--- config.mk ---
export PLATFORM = sky130hd
export DESIGN_NAME = alu_cmd_issuer
export DESIGN_NICKNAME = d
export VERILOG_FILES = /design/src/rtl/alu_cmd_issuer.sv
export SDC_FILE = /design/constraint.sdc
export NUM_CORES = 1
export LEC_CHECK = 0
export ABC_AREA = 1
export BUFFER_PORTS_ARGS = -buffer_cell sky130_fd_sc_hd__buf_2
export CORE_UTILIZATION = 30
export CTS_CLUSTER_SIZE = 14
export DETAILED_ROUTE_END_ITERATION = 7
export SYNTH_ARGS = -nofsm -noshare
export SYNTH_HDL_FRONTEND = slang
export SYNTH_SLANG_ARGS = --single-unit
--- constraint.sdc ---
create_clock -name clk -period 4.8 [get_ports clk]
set_clock_uncertainty 0.05 [all_clocks]
set_input_delay 0.24 -clock clk [delete_from_list [all_inputs] [get_ports clk]]
set_output_delay 0.24 -clock clk [all_outputs]
set_load 0.01 [all_outputs]
--- src/rtl/alu_cmd_issuer.sv ---
// alu_cmd_issuer: buffers ALU commands in a small FIFO, issues them one at a
// time to tiny_alu over its start/done handshake and returns each result,
// tagged with its opcode, on a valid/ready response channel.
module alu_cmd_issuer #(
    parameter int DEPTH   = 4,   // command FIFO entries, power of 2, >= 2
    parameter int TIMEOUT = 16   // max cycles alu_start may wait for alu_done, >= 4
) (
    input  logic                    clk,
    input  logic                    reset_n,
    // command intake
    input  logic                    cmd_valid,
    output logic                    cmd_ready,
    input  logic [2:0]              cmd_op,
    input  logic [7:0]              cmd_a,
    input  logic [7:0]              cmd_b,
    // tiny_alu side
    output logic                    alu_start,
    output logic [2:0]              alu_op,
    output logic [7:0]              alu_a,
    output logic [7:0]              alu_b,
    input  logic                    alu_done,
    input  logic [15:0]             alu_result,
    // response channel
    output logic                    rsp_valid,
    input  logic                    rsp_ready,
    output logic [2:0]              rsp_op,
    output logic [15:0]             rsp_result,
    output logic                    rsp_err,
    // status
    output logic                    illegal_op,
    output logic [$clog2(DEPTH):0]  count
);

    localparam int AW = $clog2(DEPTH);
    localparam int CW = AW + 1;
    localparam int TW = $clog2(TIMEOUT);

    localparam logic [CW-1:0] FULL_COUNT = CW'(DEPTH);
    localparam logic [TW-1:0] TIMER_LAST = TW'(TIMEOUT - 1);

    localparam logic [2:0] OP_ADD = 3'b001;
    localparam logic [2:0] OP_AND = 3'b010;
    localparam logic [2:0] OP_XOR = 3'b011;
    localparam logic [2:0] OP_MUL = 3'b100;

    typedef enum logic [1:0] {
        S_IDLE,
        S_ISSUE,
        S_RSP,
        S_GAP
    } state_e;

    typedef struct packed {
        logic [2:0] op;
        logic [7:0] a;
        logic [7:0] b;
    } cmd_t;

    // FIFO storage and bookkeeping
    cmd_t          fifo_mem [DEPTH];
    logic [AW-1:0] wr_ptr_q, wr_ptr_d;
    logic [AW-1:0] rd_ptr_q, rd_ptr_d;
    logic [CW-1:0] count_q, count_d;
    logic          cmd_ready_q, cmd_ready_d;
    logic          illegal_op_q, illegal_op_d;

    logic          push;
    logic          op_legal;
    logic          wr_en;
    logic          pop;

    // issue / response state
    state_e        state_q, state_d;
    logic          alu_start_q, alu_start_d;
    cmd_t          alu_cmd_q, alu_cmd_d;
    logic [TW-1:0] timer_q, timer_d;
    logic          rsp_valid_q, rsp_valid_d;
    logic [2:0]    rsp_op_q, rsp_op_d;
    logic [15:0]   rsp_result_q, rsp_result_d;
    logic          rsp_err_q, rsp_err_d;

    // Decode an accepted command: legal ones go into the FIFO, the rest only flag
    always_comb begin
        op_legal     = (cmd_op == OP_ADD) || (cmd_op == OP_AND) ||
                       (cmd_op == OP_XOR) || (cmd_op == OP_MUL);
        push         = cmd_valid && cmd_ready_q;
        wr_en        = push && op_legal;
        illegal_op_d = push && !op_legal;
    end

    // Pointer and occupancy update; ready is registered from the next occupancy
    // so it depends on fullness only and comes up one cycle after reset
    always_comb begin
        wr_ptr_d    = wr_ptr_q;
        rd_ptr_d    = rd_ptr_q;
        if (wr_en) begin
            wr_ptr_d = wr_ptr_q + AW'(1);
        end
        if (pop) begin
            rd_ptr_d = rd_ptr_q + AW'(1);
        end
        count_d     = count_q + CW'(wr_en) - CW'(pop);
        cmd_ready_d = (count_d != FULL_COUNT);
    end

    // FIFO payload write
    // NOTE: the storage array has no reset; emptiness is tracked by count_q and
    // the pointers, so stale entries are never read and the RAM stays reset-free.
    always_ff @(posedge clk) begin
        if (wr_en) begin
            fifo_mem[wr_ptr_q] <= '{op: cmd_op, a: cmd_a, b: cmd_b};
        end
    end

    // Issue FSM: next state, ALU drive and response capture
    // NOTE: every *_d gets its hold value first, so no path through the case
    // leaves a signal unassigned and no latch is inferred.
    always_comb begin
        state_d      = state_q;
        alu_start_d  = alu_start_q;
        alu_cmd_d    = alu_cmd_q;
        timer_d      = timer_q;
        rsp_valid_d  = rsp_valid_q;
        rsp_op_d     = rsp_op_q;
        rsp_result_d = rsp_result_q;
        rsp_err_d    = rsp_err_q;
        pop          = 1'b0;

        case (state_q)
            S_IDLE: begin
                if (count_q != '0) begin
                    pop         = 1'b1;
                    alu_cmd_d   = fifo_mem[rd_ptr_q];
                    alu_start_d = 1'b1;
                    timer_d     = '0;
                    state_d     = S_ISSUE;
                end
            end

            S_ISSUE: begin
                timer_d = timer_q + TW'(1);
                if (alu_done) begin
                    // a completion in the same cycle as the timeout still wins
                    rsp_result_d = alu_result;
                    rsp_op_d     = alu_cmd_q.op;
                    rsp_err_d    = 1'b0;
                    alu_start_d  = 1'b0;
                    rsp_valid_d  = 1'b1;
                    state_d      = S_RSP;
                end else if (timer_q == TIMER_LAST) begin
                    rsp_result_d = '0;
                    rsp_op_d     = alu_cmd_q.op;
                    rsp_err_d    = 1'b1;
                    alu_start_d  = 1'b0;
                    rsp_valid_d  = 1'b1;
                    state_d      = S_RSP;
                end
            end

            S_RSP: begin
                if (rsp_ready) begin
                    rsp_valid_d = 1'b0;
                    state_d     = S_GAP;
                end
            end

            S_GAP: begin
                // guarantees tiny_alu sees start low between commands
                state_d = S_IDLE;
            end

            default: begin
                state_d = S_IDLE;
            end
        endcase
    end

    // State and control registers, all cleared by the asynchronous reset
    // NOTE: sequential state uses non-blocking assignments so every flop
    // samples the pre-edge values regardless of statement order.
    always_ff @(posedge clk or negedge reset_n) begin
        if (!reset_n) begin
            wr_ptr_q     <= '0;
            rd_ptr_q     <= '0;
            count_q      <= '0;
            cmd_ready_q  <= 1'b0;
            illegal_op_q <= 1'b0;
            state_q      <= S_IDLE;
            alu_start_q  <= 1'b0;
            alu_cmd_q    <= '0;
            timer_q      <= '0;
            rsp_valid_q  <= 1'b0;
            rsp_op_q     <= '0;
            rsp_result_q <= '0;
            rsp_err_q    <= 1'b0;
        end else begin
            wr_ptr_q     <= wr_ptr_d;
            rd_ptr_q     <= rd_ptr_d;
            count_q      <= count_d;
            cmd_ready_q  <= cmd_ready_d;
            illegal_op_q <= illegal_op_d;
            state_q      <= state_d;
            alu_start_q  <= alu_start_d;
            alu_cmd_q    <= alu_cmd_d;
            timer_q      <= timer_d;
            rsp_valid_q  <= rsp_valid_d;
            rsp_op_q     <= rsp_op_d;
            rsp_result_q <= rsp_result_d;
            rsp_err_q    <= rsp_err_d;
        end
    end

    assign cmd_ready  = cmd_ready_q;
    assign illegal_op = illegal_op_q;
    assign count      = count_q;
    assign alu_start  = alu_start_q;
    assign alu_op     = alu_cmd_q.op;
    assign alu_a      = alu_cmd_q.a;
    assign alu_b      = alu_cmd_q.b;
    assign rsp_valid  = rsp_valid_q;
    assign rsp_op     = rsp_op_q;
    assign rsp_result = rsp_result_q;
    assign rsp_err    = rsp_err_q;

endmodule

==> results.md <==
- Status: complete, no violations
- Worst-path maximum fanout: 23
- PortBufs: 85
- Num CTS Buffers: 17
- Initial core utilization: 30.93%
- Vias in the first global route: approximately 3800
- Number of flops mapped to enable cells by yosys: 76
- Via Count: 3800
- Fin crit share: 66.82%
- Crit path kind: reg2reg
- Area share of fa/ha/maj cells after synthesis: 2.937%
- Core region area: around 0.017 mm²
- Crit path time final: 3.207 ns
- Largest stage delay on the critical path: roughly 0.47 ns
- Critical Path AT: 3.45 ns
- Relative slew margins: 45.05%
- I/O Pins: 86
- Crit path required time: 5.04 ns
- Critical-path top delay cell: inv_1
- Clock Tree Root: clkbuf_16
- Synthesis-to-layout area growth: 29.02%
- Setup TNS: 0 ns
- Synthesized area: 0.005368 mm²
- Area contributors post-synth: edfxtp_1, dfrtp_1, nand2_1
- Initial DRC Count: 261
- Synthesized flop and latch total: ~130
- Largest family of logic cells by synthesized area: simple AND/OR/NAND/NOR gates
- Setup bufs post-CTS: 0
- Startpoint types: flip-flop
- CP endpoint kind: flip-flop
- Die width: 135.8 µm
- Number of core rows: 48
- Number of remaining DRC errors: 0
- RSZ-0062 raised after global routing: false
- Clk buf depth: 2
- All-layer global routing usage: 13.70%
- Worst min path class: in2reg
- Post-CTS sizing: 0
- Later-pin clock latency in the skew report: ~0.40 ns
- Via-to-Cell Ratio: 4.383
- Top FF cell, synth: edfxtp_1
- Top-count cell post-synth: nand2_1
- Fin. Hold Viols: 0
- Initial antenna violation count: 0
- CP cell instances: inv_1, ha_1, nand2_2, inv_1, ha_1, inv_1, ha_1, fa_1, xnor2_1, nand2_1, nand2_1, nand2_1
- P per Cell Area: 624.1 mW/mm²
- Hold WS: ~0.024 ns
- Syn Nets: 558
- LEAKAGE: roughly 0.0032 µW
- Setup violators final: 0
- Worst Tran Pin Value: between 0.8 and 0.9 ns
- Synth area leader: edfxtp_1
- Async S/R FF share, synth: ~42%
- Post-synthesis cell count: between 500 and 600
- CTS tree: built
- Synth top cells by count: nand2_1, edfxtp_1, dfrtp_1
- Xor-xnor portion of the synthesized cell area: less than 1%
- Synth cell types: 24
- Antenna cells: 0
- Hold-fix buffers, CTS: 32
- H-Tree Depth: 4
- Die Area: 0.01843 mm²
- Synth Warn #: 0
- Final ANT Viol Nets: 0
- Total Routed Length: 11800 µm
- Synth Area in Compound Gates: 4.359%
- TritonRoute pass-1 iters: 4
- Maxcap violations: 0
- Nets: 681
- Share of cells above drive strength 1: 20.09%
- Final Max Tran Viols: 0
- FILL cells: 1659
- Max VDD drop: around 240 µV
- Post-synthesis simple-gate area fraction: 19.91%
- Global-route wire length before repair: about 19000 µm
- Wire per inst: 13.60 µm
- Overall Power: 4322 µW
- Area share of the largest cell type after synthesis: roughly 43%
- Largest net degree at the start of global routing: 57
- Clk slew on worst S/H paths: around 0.05 ns
- Post-Syn Area per Cell: about 11 µm²
- Die H: 135.8 µm
- Sequential area share after synthesis: 68.62%
- Total gr overflow: 0
- GPL Wtd Cong: about 0.71
- Clock sinks: around 130
- Hpwl dp: 7283 µm
- Max frequency: 311.8 MHz
- Mux cell area share after synthesis: 0%
==> power breakdown <==
part	internal [µW]	switching [µW]	total, µW
combinational	489	877	1370
clock	836	454	1290
sequential	1480	183	1670
total	2810	1510	4320
==> worst max-delay path, delay by kind of cell (launching register included) <==
kind          cells  cell delay (ns)
fa+ha+maj         4             1.26
simple gates      4             0.61
buf+inv           3             0.60
flops             1             0.37
xor+xnor          1             0.20
==> kinds of logic (layout without fill, tap and decap cells) <==
kind of cell / after synthesis / in the layout
flops: 132 / 132
fa+ha+maj: 12 / 12
buf+inv: 42 / 178
xor+xnor: 2 / 2
compound gates: 45 / 45
simple gates: 273 / 273
==> per-stage QoR <==
step	util (%)	cells	area [µm²]	setup slack [ns]
2_1_floorplan	-	506	5368	2.512
3_3_place_gp	34.59	803	6003	1.740
3_5_place_dp	34.59	803	6003	1.623
4_1_cts	39.90	867	6925	1.562
5_1_grt	39.90	867	6925	1.293
6_report	39.90	867	6925	1.593
==> layout by cell type (no fill, tap or decap), types with 5 or more instances in the layout <==
master,count
inv_1,21
nor2_1,27
edfxtp_1,76
nand3_1,15
buf_4,7
ha_1,11
o21ai_0,23
dlygate4sd3_1,32
dfrtp_1,56
clkbuf_16,18
buf_2,85
or2_2,5
o21ai_1,19
nand2_1,221
==> routing by layer <==
layer	wire [µm]	share of wire [%]	track usage (%)
met5	0	0	0
met4	80	0.68	5.680
met3	548	4.6	3.741
met2	6132	52	24.21
met1	5034	43	15.48
==> registers in the layout, summed over array words and instances (netlist names), 3 cells and up <==
| register | count |
|---|---|
| alu_a | 8 |
| alu_op | 3 |
| timer_q | 4 |
| rsp_op | 3 |
| fifo_mem | 76 |
| count | 3 |
| alu_b | 8 |
| rsp_result | 16 |
==> final cells by class <==
cell class	count	area [µm²]	area share, %
clock buffers	24	503.0	7.263
repair buffers	124	798.3	11.53
inverters	22	82.58	1.192
flip-flops and latches	132	3684	53.19
well taps	225	281.5	4.065
clock inverters	8	98.84	1.427
multi-input cells	332	1478	21.34
==> worst paths after layout <==
path	start	to	slack, ns	depth (start not counted)
max in group asynchronous	reset_n	rsp_result[15]	3.75	3
min	cmd_a[6]	fifo_mem[1][14]	0.02	1
max reg2reg	state_q[0]	cmd_ready	1.59	12
max	state_q[0]	cmd_ready	1.59	12
min in group asynchronous	reset_n	rsp_valid	0.47	3
min reg2reg	rsp_result[6]	rsp_result[6]	0.42	2
(Power assumes the default switching activity.)
